<file path="config.mk">
export PLATFORM = sky130hd
export DESIGN_NAME = game_sequencer
export DESIGN_NICKNAME = d
export VERILOG_FILES = /design/src/rtl/game_sequencer.sv
export SDC_FILE = /design/constraint.sdc
export NUM_CORES = 1
export LEC_CHECK = 0
export ABC_CLOCK_PERIOD_IN_PS = 2800
export BUFFER_PORTS_ARGS = -buffer_cell sky130_fd_sc_hd__buf_2
export CAP_MARGIN = 15
export CORE_ASPECT_RATIO = 1.75
export CORE_MARGIN = 4
export CORE_UTILIZATION = 55
export DETAILED_ROUTE_END_ITERATION = 10
export GPL_TIMING_DRIVEN = 0
export PLACE_DENSITY_LB_ADDON = 0.08
export SETUP_SLACK_MARGIN = 0.3
export SLEW_MARGIN = 20
export SYNTH_ARGS = -nofsm -noshare
export SYNTH_HDL_FRONTEND = slang
export SYNTH_SLANG_ARGS = --single-unit
</file>
<file path="constraint.sdc">
create_clock -name clk -period 2.8 [get_ports clk]
set_input_delay 0.56 -clock clk [delete_from_list [all_inputs] [get_ports clk]]
set_output_delay 0.56 -clock clk [all_outputs]
set_load 0.02 [all_outputs]
</file>
<file path="src/rtl/game_sequencer.sv">
// Flappy-bird game controller: frame tick, IDLE/PLAY/DEAD/CLEAR FSM, gap scheduling, score keeping.
// All outputs registered; button press to state change is 4 clocks, pipe_wrap/pipe_pass to output 1 clock; no backpressure.
module game_sequencer #(
  parameter int TICK_DIV = 2500000,
  parameter int GAP_MIN  = 40,
  parameter int GAP_MAX  = 360,
  parameter int SCORE_W  = 8
) (
  input  logic               clk,
  input  logic               reset_n,
  input  logic               btn_flap,
  input  logic               btn_reset,
  input  logic               collision,
  input  logic [2:0]         pipe_wrap,
  input  logic [2:0]         pipe_pass,
  output logic               frame_tick,
  output logic               move_en,
  output logic               flap,
  output logic               game_reset,
  output logic [2:0]         gap_load,
  output logic [9:0]         gap_y,
  output logic [SCORE_W-1:0] score,
  output logic [SCORE_W-1:0] high_score,
  output logic [1:0]         state
);

  typedef enum logic [1:0] {S_IDLE = 2'd0, S_PLAY = 2'd1, S_DEAD = 2'd2, S_CLEAR = 2'd3} state_t;

  localparam int              CNT_W    = $clog2(TICK_DIV);
  localparam logic [CNT_W-1:0] CNT_LAST = CNT_W'(TICK_DIV - 1);
  localparam logic [CNT_W-1:0] CNT_PRE  = CNT_W'(TICK_DIV - 2);
  localparam logic [9:0]      GMIN     = 10'(GAP_MIN);
  localparam logic [9:0]      GRANGE   = 10'(GAP_MAX - GAP_MIN + 1);

  state_t             r_state, w_state_nxt;
  logic [CNT_W-1:0]   r_cnt;
  logic [1:0]         r_flap_sync, r_rst_sync;
  logic               r_flap_prev, r_rst_prev, r_flap_press, r_rst_press;
  logic               r_flap_pend, w_pend_nxt, w_flap_accept;
  logic               r_frame_tick, r_move_en, r_flap, r_game_reset;
  logic               w_tick_nxt, w_play_tick;
  logic [9:0]         r_lfsr, r_gap_y, w_raw, w_fold;
  logic [2:0]         r_pend_pipe, r_gap_load, w_srv, w_pick;
  logic [SCORE_W-1:0] r_score, r_high;
  logic [1:0]         w_pop;
  logic [SCORE_W:0]   w_sum;

  always_comb begin
    w_state_nxt = r_state;
    case (r_state)
      S_IDLE:  if (r_flap_press) w_state_nxt = S_PLAY;
      S_PLAY:  if (r_frame_tick && collision) w_state_nxt = S_DEAD;
      S_DEAD:  if (r_rst_press) w_state_nxt = S_CLEAR;
      S_CLEAR: if (r_frame_tick) w_state_nxt = S_IDLE;
      default: w_state_nxt = S_IDLE;
    endcase
  end

  always_comb begin
    w_flap_accept = r_flap_press && (r_state == S_IDLE || r_state == S_PLAY);
    w_pend_nxt    = (r_flap_pend & ~r_flap) | w_flap_accept;
    w_tick_nxt    = (r_cnt == CNT_PRE);
    w_play_tick   = w_tick_nxt && (w_state_nxt == S_PLAY);
    // Fold the 9-bit raw value into [GAP_MIN, GAP_MAX]; one subtraction suffices since range >= 256.
    w_raw  = {1'b0, r_lfsr[8:0]};
    w_fold = (w_raw < GRANGE) ? (GMIN + w_raw) : (GMIN + w_raw - GRANGE);
    w_srv  = r_pend_pipe | pipe_wrap;
    w_pick = w_srv & (~w_srv + 3'd1);
    w_pop  = {1'b0, pipe_pass[0]} + {1'b0, pipe_pass[1]} + {1'b0, pipe_pass[2]};
    w_sum  = {1'b0, r_score} + {{(SCORE_W-1){1'b0}}, w_pop};
  end

  always_ff @(posedge clk or negedge reset_n) begin
    if (!reset_n) begin
      r_state      <= S_IDLE;
      r_cnt        <= '0;
      r_flap_sync  <= '0;
      r_rst_sync   <= '0;
      r_flap_prev  <= 1'b0;
      r_rst_prev   <= 1'b0;
      r_flap_press <= 1'b0;
      r_rst_press  <= 1'b0;
      r_flap_pend  <= 1'b0;
      r_frame_tick <= 1'b0;
      r_move_en    <= 1'b0;
      r_flap       <= 1'b0;
      r_game_reset <= 1'b1;
      r_lfsr       <= 10'h1A5;
      r_pend_pipe  <= '0;
      r_gap_load   <= '0;
      r_gap_y      <= GMIN;
      r_score      <= '0;
      r_high       <= '0;
    end else begin
      r_state      <= w_state_nxt;
      r_cnt        <= (r_cnt == CNT_LAST) ? '0 : r_cnt + 1'b1;
      r_flap_sync  <= {r_flap_sync[0], btn_flap};
      r_rst_sync   <= {r_rst_sync[0], btn_reset};
      r_flap_prev  <= r_flap_sync[1];
      r_rst_prev   <= r_rst_sync[1];
      r_flap_press <= r_flap_sync[1] & ~r_flap_prev;
      r_rst_press  <= r_rst_sync[1] & ~r_rst_prev;
      r_flap_pend  <= w_pend_nxt;
      r_frame_tick <= w_tick_nxt;
      r_move_en    <= w_play_tick;
      r_flap       <= w_play_tick & w_pend_nxt;
      r_game_reset <= (w_state_nxt == S_IDLE) || (w_state_nxt == S_CLEAR);
      r_lfsr       <= {r_lfsr[8:0], r_lfsr[9] ^ r_lfsr[6]};
      if (r_game_reset) begin
        r_pend_pipe <= '0;
        r_gap_load  <= '0;
      end else begin
        r_pend_pipe <= w_srv & ~w_pick;
        r_gap_load  <= w_pick;
        if (|w_pick) r_gap_y <= w_fold;
      end
      if (w_state_nxt == S_IDLE)
        r_score <= '0;
      else if (r_state == S_PLAY)
        r_score <= w_sum[SCORE_W] ? {SCORE_W{1'b1}} : w_sum[SCORE_W-1:0];
      if (r_state == S_DEAD && w_state_nxt == S_CLEAR && r_score > r_high)
        r_high <= r_score;
    end
  end

  assign frame_tick = r_frame_tick;
  assign move_en    = r_move_en;
  assign flap       = r_flap;
  assign game_reset = r_game_reset;
  assign gap_load   = r_gap_load;
  assign gap_y      = r_gap_y;
  assign score      = r_score;
  assign high_score = r_high;
  assign state      = r_state;

endmodule

</file>
==> flow_summary.ini, run 1 <==
[power_and_ir_drop]
p_clk_share_pct = 48.1
sw_frac_of_total_pct = 21.2
p_leak_nw = 2.07
sequentialPowerShare_pct = 47.3
net-switching-power_w = 0.000517
p_per_area_nw_per_um2 = 552
comb_power_share_pct = 4.6
internal_power_w = 0.00192
total_power_w = 0.00244
peak_supply_drop_mv = 0.503

[cts]
tritoncts = done
cts_hold_buf = 0
clock_tree.htree_level_count = 3
clock_latency_ps = 340
cts-root-buf = sky130_fd_sc_hd__clkbuf_16
post_cts_resize_count = 0
cts.clk_slew.worst_paths_ps = 60
clock_sinks = 78
postCtsSetupBuffers = 0
total_cts_buffers = 9
cts.path.max_buffers = 2

[yosys]
synth-async-reset-ratio_pct = 100
synth.avg_cell_area_um2 = 10.9
post_synth_inst_count = 345
ys_dominant_reg_cell = sky130_fd_sc_hd__dfrtp_1
synth_top_area_cell = sky130_fd_sc_hd__dfrtp_1
top_area_cell_type_share_of_the_netlist_area_pct = 46.6
synth-warning-count = 0
synth_cell_types = 57
synth_nets = 377
post_synth_edffs = 0
syn-cell-area_um2 = 3760
ys_seq_area_share_pct = 52.2
synth-seq-cells = 78
synthTopCellsByCount = sky130_fd_sc_hd__dfrtp_1 (70), sky130_fd_sc_hd__nor2_1 (32), sky130_fd_sc_hd__nand2_1 (28), sky130_fd_sc_hd__inv_1 (21), sky130_fd_sc_hd__ha_1 (19)
synth_area_leaders = sky130_fd_sc_hd__dfrtp_1 (47%), sky130_fd_sc_hd__ha_1 (6.3%), sky130_fd_sc_hd__dfstp_2 (5.6%)
yosys.cell_count.top_type = sky130_fd_sc_hd__dfrtp_1

[floorplanning]
initial_core_util_pct = 57.0
die_h_um = 117
floorplan.core_area_um2 = 6590
dieWidth_um = 70.5
area_enclosed_by_the_die_boundary_um2 = 8270
boundaryPins = 46
floorplan.rows = 39

[detailed_routing]
met1Wirelength_mm = 2.83
drtAntennaViolNets = 0
drt_first_iter_violations = 118
maxUsedRoutingLayer = met4
route.detailed.drc = 0
wl_met2_mm = 3.72
drt-total-wl_mm = 7.09
wl_met3_um = 329
detail_route.wl_per_cell_um = 14.5
vias_per_cell = 5.43
drt_first_pass_iters = 4
detailroute.via_count = 2656

[final_layout]
post_layout_nonfiller_instances = 489
combined_area_of_the_multi_input_logic_cells_um2 = 1670
syn2layout_area_growth_pct = 17.6
layout-drive-gt1-share_pct = 22.4
fill_cells = 530
final_core_util_pct = 67.1
antenna_cells = 0
seq_area_um2 = 1960
final_nets = 434

[grt]
grt_max_degree = 47
antenna_violations_before_repair = 0
grt_first_pass_wirelength_mm = 12.5
globalRouteOverflowTotal = 0
grt_pass1_vias = 2793
grt_total_usage_pct = 19.1

[setup_path]
timing.critical_path.arrival_ps = 2560
worstSetupPathDepth = 8
critical_path.endpoint_type = register
worst_path_most_repeated_cell = sky130_fd_sc_hd__fa_1
start_kind = register
critical_path_peak_fanout = 7
critical_path.cell_chain = fa_1 > ha_1 > fa_1 > nand2_1 > nor3_2 > o21bai_1 > a21oi_1 > nor3_1
path_delay_family = adder cells
r2r_setup_slack_ps = 490
path_buf_inv = 0
rr_worst_depth = 8
setup.worst_path.class = register to register
peak_per_stage_delay_on_the_critical_path_ps = 500
cpMaxStageDelayCell = sky130_fd_sc_hd__fa_1
critical_path_required_ps = 3050

[worst_hold_path]
hold_class = input pin to asynchronous set/reset pin

[sta]
fin_setup_tns_ps = 0
timing.final.max_slew_violations = 0
worst-slew-pin-transition_ps = 644
grt_setup_unrepaired = false
skew_ps = 3.79
hold_viol_final = 0
period_minus_slack_ps = 2310
max_freq_mhz = 433
layout_worst_path_cycle_share_pct = 82.4
setup_violations = 0
relSlewSlack_pct = 56.8

[run_status]
run_status = completed

[placed_design]
post-place-cells = 473
place_congestion = 0.842
port_buffers = 45
hpwl_mm = 5.05

[job]
max-cap-violations = 0
==> stage by stage <==
step	area, µm²	setup slack, ps	hold WS [ps]
2_1_floorplan	3760	556	264
3_3_place_gp	4090	258	335
3_5_place_dp	4120	233	342
4_1_cts	4420	497	177
5_1_grt	4420	337	188
6_report	4420	492	159
==> power groups by stage <==
stage | combinational (W) | sequential (W) | clock [W]
finish | 0.000112 | 0.00115 | 0.00117
global route | 0.000130 | 0.00116 | 0.00125
CTS | 0.000116 | 0.00115 | 0.00120
detailed placement | 0.000114 | 0.00117 | 0
global placement | 0.000105 | 0.00117 | 0
floorplan | 0.0000447 | 0.00118 | 0
==> sequential cells by signal, summed over array words and instances (netlist names), 2 cells and up <==
name	count
r_cnt	22
gap_y	10
r_lfsr	10
high_score	8
score	8
gap_load	3
r_flap_sync	2
r_pend_pipe	2
r_rst_sync	2
state	2
==> final timing paths <==
kind / startpoint / end
min in group clk: btn_flap / r_flap_sync[0]
setup / recovery: score[0] / score[3]
max in group asynchronous: reset_n / r_lfsr[5]
setup reg to reg: score[0] / score[3]
hold reg to reg: r_rst_sync[0] / r_rst_sync[1]
hold / removal: reset_n / high_score[1]
==> kinds of logic (layout without fill, tap and decap cells) <==
logic type | after synthesis | count (layout) | share of synthesized area [%]
flops | 78 | 78 | 52.2
fa+ha+maj | 21 | 21 | 7.39
xor+xnor | 29 | 29 | 6.76
buf+inv | 27 | 89 | 3.23
compound gates | 47 | 47 | 8.62
mux | 10 | 10 | 3.56
simple gates | 133 | 133 | 18.2
==> area by class of cell <==
cell class,instances,share of cell area (%)
plain buffers,6,0.963
clock buffers,13,5.89
clock inverters,3,0.963
inverters,21,1.78
multi-input cells,240,37.9
flip-flops and latches,78,44.4
well taps,82,2.32
repair buffers,46,5.78
==> placed cells by master (no fill, tap or decap), types with 3 or more instances in the layout <==
| master | Yosys | final |
|---|---|---|
| sky130_fd_sc_hd__nor2b_1 | 8 | 8 |
| sky130_fd_sc_hd__clkbuf_16 | 0 | 9 |
| sky130_fd_sc_hd__a31oi_1 | 3 | 3 |
| sky130_fd_sc_hd__clkbuf_1 | 1 | 3 |
| sky130_fd_sc_hd__nor3_1 | 15 | 15 |
| sky130_fd_sc_hd__and3_1 | 6 | 6 |
| sky130_fd_sc_hd__nand3_1 | 12 | 12 |
| sky130_fd_sc_hd__buf_2 | 1 | 45 |
| sky130_fd_sc_hd__dfrtp_1 | 70 | 70 |
| sky130_fd_sc_hd__nand4_1 | 4 | 4 |
| sky130_fd_sc_hd__and2_1 | 5 | 5 |
| sky130_fd_sc_hd__o21ai_0 | 8 | 8 |
| sky130_fd_sc_hd__a21oi_1 | 11 | 11 |
| sky130_fd_sc_hd__nor3_2 | 3 | 3 |
| sky130_fd_sc_hd__ha_1 | 19 | 19 |
| sky130_fd_sc_hd__inv_1 | 21 | 21 |
| sky130_fd_sc_hd__xnor2_1 | 17 | 17 |
| sky130_fd_sc_hd__nand2_1 | 28 | 28 |
| sky130_fd_sc_hd__a211oi_1 | 3 | 3 |
| sky130_fd_sc_hd__o21ai_1 | 4 | 4 |
| sky130_fd_sc_hd__xor2_1 | 12 | 12 |
| sky130_fd_sc_hd__nor2_1 | 32 | 32 |
| sky130_fd_sc_hd__dfstp_2 | 8 | 8 |
| sky130_fd_sc_hd__nand2b_1 | 3 | 3 |
| sky130_fd_sc_hd__mux2_4 | 6 | 6 |
==> per-layer routing <==
layer	track usage, %	vias up
met2	33.0	57
li1	-	1298
met1	21.0	1284
met3	4.02	17
met4	11.0	0
met5	0	-
Note: power is estimated with default switching activity, not from simulation.
==> run 2, diff against run 1 <==
--- a/config.mk
+++ b/config.mk
@@ -5,12 +5,12 @@
 export SDC_FILE = /design/constraint.sdc
 export NUM_CORES = 1
 export LEC_CHECK = 0
-export ABC_CLOCK_PERIOD_IN_PS = 2800
+export ABC_CLOCK_PERIOD_IN_PS = 1850
 export BUFFER_PORTS_ARGS = -buffer_cell sky130_fd_sc_hd__buf_2
 export CAP_MARGIN = 15
 export CORE_ASPECT_RATIO = 1.75
 export CORE_MARGIN = 4
-export CORE_UTILIZATION = 55
+export CORE_UTILIZATION = 52
 export DETAILED_ROUTE_END_ITERATION = 10
 export GPL_TIMING_DRIVEN = 0
 export PLACE_DENSITY_LB_ADDON = 0.08
==> constraint.sdc (replaced) <==
create_clock -name clk -period 1.85 [get_ports clk]
set_input_delay 0.37 -clock clk [delete_from_list [all_inputs] [get_ports clk]]
set_output_delay 0.37 -clock clk [all_outputs]
set_load 0.02 [all_outputs]
==> run 2 against run 1 <==
  * The flow now finishes with violations (hold timing, setup timing)
  * Register-to-register slack worse by 830 ps
  * Combinational power is 150% higher
  * Flip-flop and latch count stayed put
  * Final cell count is 11% higher
==> flow_summary.ini, run 2 (same netlist as run 1, synthesis figures left out) <==
[run_status]
run_status = finished with violations
failed_checks = hold timing, setup timing

[detailed_routing]
drt_first_iter_violations = 174
route.detailed.drc = 0
detailroute.via_count = 2994
detail_route.wl_per_cell_um = 17.3
vias_per_cell = 5.50
drtAntennaViolNets = 0
drt-total-wl_mm = 9.39
drt_first_pass_iters = 4

[cts]
tritoncts = done
clock_tree.htree_level_count = 3
cts.path.max_buffers = 2
clock_latency_ps = 340
cts.clk_slew.worst_paths_ps = 60
cts-root-buf = sky130_fd_sc_hd__clkbuf_16
cts_hold_buf = 0
total_cts_buffers = 9
clock_sinks = 78

[setup_path]
cpMaxStageDelayCell = sky130_fd_sc_hd__fa_1
critical_path_required_ps = 2050
start_kind = register
path_delay_family = adder cells
critical_path_peak_fanout = 6
worst_path_most_repeated_cell = sky130_fd_sc_hd__nor3_1
critical_path.cell_chain = fa_1 > ha_4 > fa_2 > nand2_2 > nor3_4 > buf_6 > nor3_1 > nor3_1
path_buf_inv = 1
timing.critical_path.arrival_ps = 2390
critical_path.endpoint_type = register
setup.worst_path.class = register to register
peak_per_stage_delay_on_the_critical_path_ps = 490

[power_and_ir_drop]
p_clk_share_pct = 48.1
p_per_area_nw_per_um2 = 718
sw_frac_of_total_pct = 21.2
sequentialPowerShare_pct = 44.8
internal_power_w = 0.00308
p_leak_nw = 2.45
net-switching-power_w = 0.000826
peak_supply_drop_mv = 0.732
comb_power_share_pct = 7.1
total_power_w = 0.00390

[final_layout]
final_nets = 487
largest_register_ff_count = 22
layout-drive-gt1-share_pct = 50.0
antenna_cells = 0
mostFrequentLayoutCells = sky130_fd_sc_hd__dfrtp_1 (53), sky130_fd_sc_hd__buf_2 (45), sky130_fd_sc_hd__buf_4 (42), sky130_fd_sc_hd__nand2_1 (24), sky130_fd_sc_hd__nor2_1 (21)
post_layout_nonfiller_instances = 544
final_cell_area_um2 = 5440
layout_commonest_cell = sky130_fd_sc_hd__dfrtp_1
regMostFlops = r_cnt
syn2layout_area_growth_pct = 44.7

[placed_design]
hpwl_mm = 5.80
port_buffers = 45
post-place-cells = 475
post_dp_cell_area_um2 = 4220
place_congestion = 0.861

[sta]
worst-slew-pin-transition_ps = 532
grt_setup_unrepaired = true
period_minus_slack_ps = 2190
worst_hold_slack_ps = -7.31
skew_ps = 8.49
hold_viol_final = 5
layout_setup_ws_ps = -339
timing.final.max_slew_violations = 0
relSlewSlack_pct = 64.4
max_freq_mhz = 457
layout_worst_path_cycle_share_pct = 118
setup_violations = 16

[job]
max-cap-violations = 0

[floorplanning]
die_h_um = 120
initial_core_util_pct = 54.0
dieWidth_um = 72.3
boundaryPins = 46
area_enclosed_by_the_die_boundary_um2 = 8700
floorplan.core_area_um2 = 6960
floorplan.rows = 40

[grt]
antenna_violations_before_repair = 0
grt_first_pass_wirelength_mm = 14.6
globalRouteOverflowTotal = 0
grt_pass1_vias = 3057
grt_max_degree = 43
grt_total_usage_pct = 21.6

[worst_hold_path]
hold_class = input pin to asynchronous set/reset pin
-- run 2: cell count changes in the layout (fill, tap and decap cells not counted), sizes merged --
| cell | change |
|---|---|
| clkinvlp | -1 |
| buf | +53 |
| clkinv | +1 |
| bufinv | +1 |
| clkbuf | -1 |
-- run 2: layout make-up --
type,instances,area [µm²]
Clock inverter,4,70.1
Inverter,21,81.3
Buffer,6,46.3
Sequential cell,78,1980
Clock buffer,12,246
Tap cell,84,105
Timing Repair Buffer,99,708
Multi-Input combinational cell,240,2200
Fill cell,421,1520
-- run 2: final timing paths --
kind / slack (ps) / endpoint / cells after the start / startpoint
setup / recovery: -340 / score[1] / 8 / score[0]
hold / removal: -7 / high_score[1] / 1 / reset_n
setup reg to reg: -340 / score[1] / 8 / score[0]
hold reg to reg: 350 / r_flap_sync[1] / 0 / r_flap_sync[0]
max in group asynchronous: 1210 / r_lfsr[0] / 2 / reset_n
min in group clk: 140 / r_flap_sync[0] / 1 / btn_flap
-- run 2: power groups by stage --
stage               logic (W)  clock network, W  registers [W]
CTS                  0.000225           0.00190        0.00174
global placement     0.000168                 0        0.00178
finish               0.000279           0.00188        0.00175
floorplan           0.0000728                 0        0.00179
global route         0.000306           0.00198        0.00175
detailed placement   0.000180                 0        0.00178
-- run 2: metrics by stage --
| stage | util [%] | setup TNS [ps] | worst slack (ps) |
|---|---|---|---|
| 6_report | 78.1 | -3430 | -339 |
| 5_1_grt | 78.1 | -4540 | -447 |
| 4_1_cts | 71.5 | -2600 | -267 |
| 3_5_place_dp | 60.6 | -4250 | -496 |
| 3_3_place_gp | 60.3 | -11020 | -419 |
| 2_1_floorplan | - | -1070 | -189 |
-- run 2: timing repair --
action / CTS / global route
hold endpoints to repair: 0 / 0
setup buffers: 35 / 18
endpoints found under the setup margin: 43 / 41
resized for setup: 37 / 68
pin swaps: 26 / 42
-- run 2: routing by layer --
| layer | share of wire, % | GRT usage, % |
|---|---|---|
| met1 | 38 | 24.9 |
| met2 | 55 | 37.5 |
| met3 | 3.2 | 3.91 |
| met4 | 4.1 | 10.7 |
| met5 | 0 | 0 |
==> run 3, diff against run 2 <==
--- a/config.mk
+++ b/config.mk
@@ -13,7 +13,7 @@
 export CORE_UTILIZATION = 52
 export DETAILED_ROUTE_END_ITERATION = 10
 export GPL_TIMING_DRIVEN = 0
-export PLACE_DENSITY_LB_ADDON = 0.08
+export PLACE_DENSITY = 0.75
 export SETUP_SLACK_MARGIN = 0.3
 export SLEW_MARGIN = 20
 export SYNTH_ARGS = -nofsm -noshare
==> run 3 against run 2 <==
  * Routed wire length is 4.3% higher
  * Count of clock-buffer cells in the layout is 3 higher
  * Sequential power hardly changed
  * Critical path depth stayed put
  * Final cell count is 1.8% lower
  * Flip-flop and latch count stayed put
  * Clock power is 8% lower
  * The flow finishes with violations (setup timing)
  * Utilization is 2.0 points lower
  * Worst setup slack better by 43 ps
  * Worst hold slack better by 140 ps
  * First-iteration DRC count is 33% higher
==> flow_summary.ini, run 3 (same netlist as run 1, synthesis figures left out) <==
[detailed_routing]
route.detailed.drc = 0
detail_route.wl_per_cell_um = 18.3
detailroute.via_count = 3034
drt_first_iter_violations = 232
vias_per_cell = 5.68
drtAntennaViolNets = 0
drt-total-wl_mm = 9.79
drt_first_pass_iters = 4

[sta]
grt_setup_unrepaired = true
fin_setup_tns_ps = -2820
hold_viol_final = 0
layout_worst_path_cycle_share_pct = 116
layout_setup_ws_ps = -296
relSlewSlack_pct = 67.6
max_freq_mhz = 466
timing.final.max_slew_violations = 0
skew_ps = 5.86
worst_hold_slack_ps = 135
worst-slew-pin-transition_ps = 485
period_minus_slack_ps = 2150
setup_violations = 15

[floorplanning]
initial_core_util_pct = 54.0
boundaryPins = 46
area_enclosed_by_the_die_boundary_um2 = 8700
floorplan.rows = 40
floorplan.core_area_um2 = 6960
die_h_um = 120
dieWidth_um = 72.3

[setup_path]
critical_path.cell_chain = fa_2 > ha_4 > fa_2 > nand2_2 > nor3_4 > o21bai_1 > a21oi_1 > nor3_1
critical_path.startpoint = score[0]
peak_per_stage_delay_on_the_critical_path_ps = 550
worst_path_most_repeated_cell = sky130_fd_sc_hd__fa_2
setup.worst_path.class = register to register
critical_path.endpoint_type = register
r2r-start = score[0]
worstReg2RegEnd = score[3]
rr_worst_depth = 8
start_kind = register
path_delay_family = adder cells
critical_path_peak_fanout = 3
path_buf_inv = 0
critical_path_required_ps = 2080
timing.critical_path.arrival_ps = 2380
r2r_setup_slack_ps = -300
cpMaxStageDelayCell = sky130_fd_sc_hd__fa_2

[worst_hold_path]
holdPathStages = 1
hold_class = input pin to register
timing.hold.worst_endpoint = r_flap_sync[0]
min_from = btn_flap

[final_layout]
layout-drive-gt1-share_pct = 47.8
mostFrequentLayoutCells = sky130_fd_sc_hd__dfrtp_1 (55), sky130_fd_sc_hd__buf_2 (45), sky130_fd_sc_hd__buf_4 (34), sky130_fd_sc_hd__nand2_1 (25), sky130_fd_sc_hd__nor2_1 (17)
layout_commonest_cell = sky130_fd_sc_hd__dfrtp_1
antenna_cells = 0
final_core_util_pct = 76.2
regMostFlops = r_cnt
syn2layout_area_growth_pct = 41.0
final_nets = 477
fill_cells = 410
largest_register_ff_count = 22

[cts]
clock_tree.htree_level_count = 3
cts-root-buf = sky130_fd_sc_hd__clkbuf_16
tritoncts = done
cts.clk_slew.worst_paths_ps = 60
cts.path.max_buffers = 2
total_cts_buffers = 9
clock_latency_ps = 340
clock_sinks = 78

[power_and_ir_drop]
p_per_area_nw_per_um2 = 705
p_leak_nw = 2.36
total_power_w = 0.00374
peak_supply_drop_mv = 0.515

[placed_design]
place_congestion = 0.827
port_buffers = 45
hpwl_mm = 5.67

[grt]
grt_total_usage_pct = 22.0
globalRouteOverflowTotal = 0
grt_max_degree = 51
antenna_violations_before_repair = 0
grt_first_pass_wirelength_mm = 14.6
grt_pass1_vias = 3117

[run_status]
failed_checks = setup timing
run_status = finished with violations

[job]
max-cap-violations = 0
-- run 3: layout make-up --
class	instances	area (µm²)	area share (%)
plain buffers	6	51.3	0.968
clock buffers	15	258	4.86
clock inverters	1	30.0	0.567
inverters	21	78.8	1.49
multi-input cells	240	2170	41.0
flip-flops and latches	78	1980	37.4
well taps	84	105	1.98
repair buffers	89	623	11.8
-- run 3: worst max-delay path by stage --
| stage | endpoint | slack [ps] | depth (start not counted) |
|---|---|---|---|
| finish | score[3] | -300 | 8 |
| global route | score[3] | -380 | 8 |
| CTS | score[0] | -260 | 8 |
| detailed placement | score[3] | -460 | 9 |
| global placement | score[3] | -420 | 9 |
| floorplan | score[3] | -190 | 8 |
-- run 3: where the power goes --
part	switching [W]	leakage [nW]	total [W]	internal, W
logic	0.000143	1.27	0.000256	0.000113
registers	0.0000186	0.949	0.00175	0.00173
clock network	0.000644	0.138	0.00173	0.00108
-- run 3: repair_timing --
action,in CTS,in global routing
hold buffers,1,0
cloned,0,0
setup buffers,26,16
pin swaps,21,40
setup endpoints to repair,38,45
endpoints found under the hold margin,27,0
gates resized for setup,39,70
-- run 3: stage by stage --
stage | area (µm²) | setup WS [ps] | instances
2_1_floorplan | 3870 | -189 | 345
3_3_place_gp | 4200 | -417 | 474
3_5_place_dp | 4230 | -457 | 475
4_1_cts | 4910 | -257 | 518
5_1_grt | 5300 | -380 | 534
6_report | 5300 | -296 | 534
-- run 3: worst reg2reg max path: cells and delay by family, from the launching register on --
family | cells | cell delay [ps]
AND/OR/NAND/NOR | 3 | 460
adder cells (fa/ha/maj) | 3 | 940
AO/OA/AOI/OAI | 2 | 240
flip-flops | 1 | 410
-- run 3: layer usage --
| layer | routed length [µm] | vias up | share of wire, % | global-route usage, % |
|---|---|---|---|---|
| met5 | 0 | - | 0 | 0 |
| met4 | 276 | 0 | 2.8 | 9.53 |
| met3 | 470 | 22 | 4.8 | 5.49 |
| met2 | 5480 | 106 | 56 | 40.0 |
| met1 | 3570 | 1515 | 36 | 23.1 |
| li1 | - | 1391 | - | - |
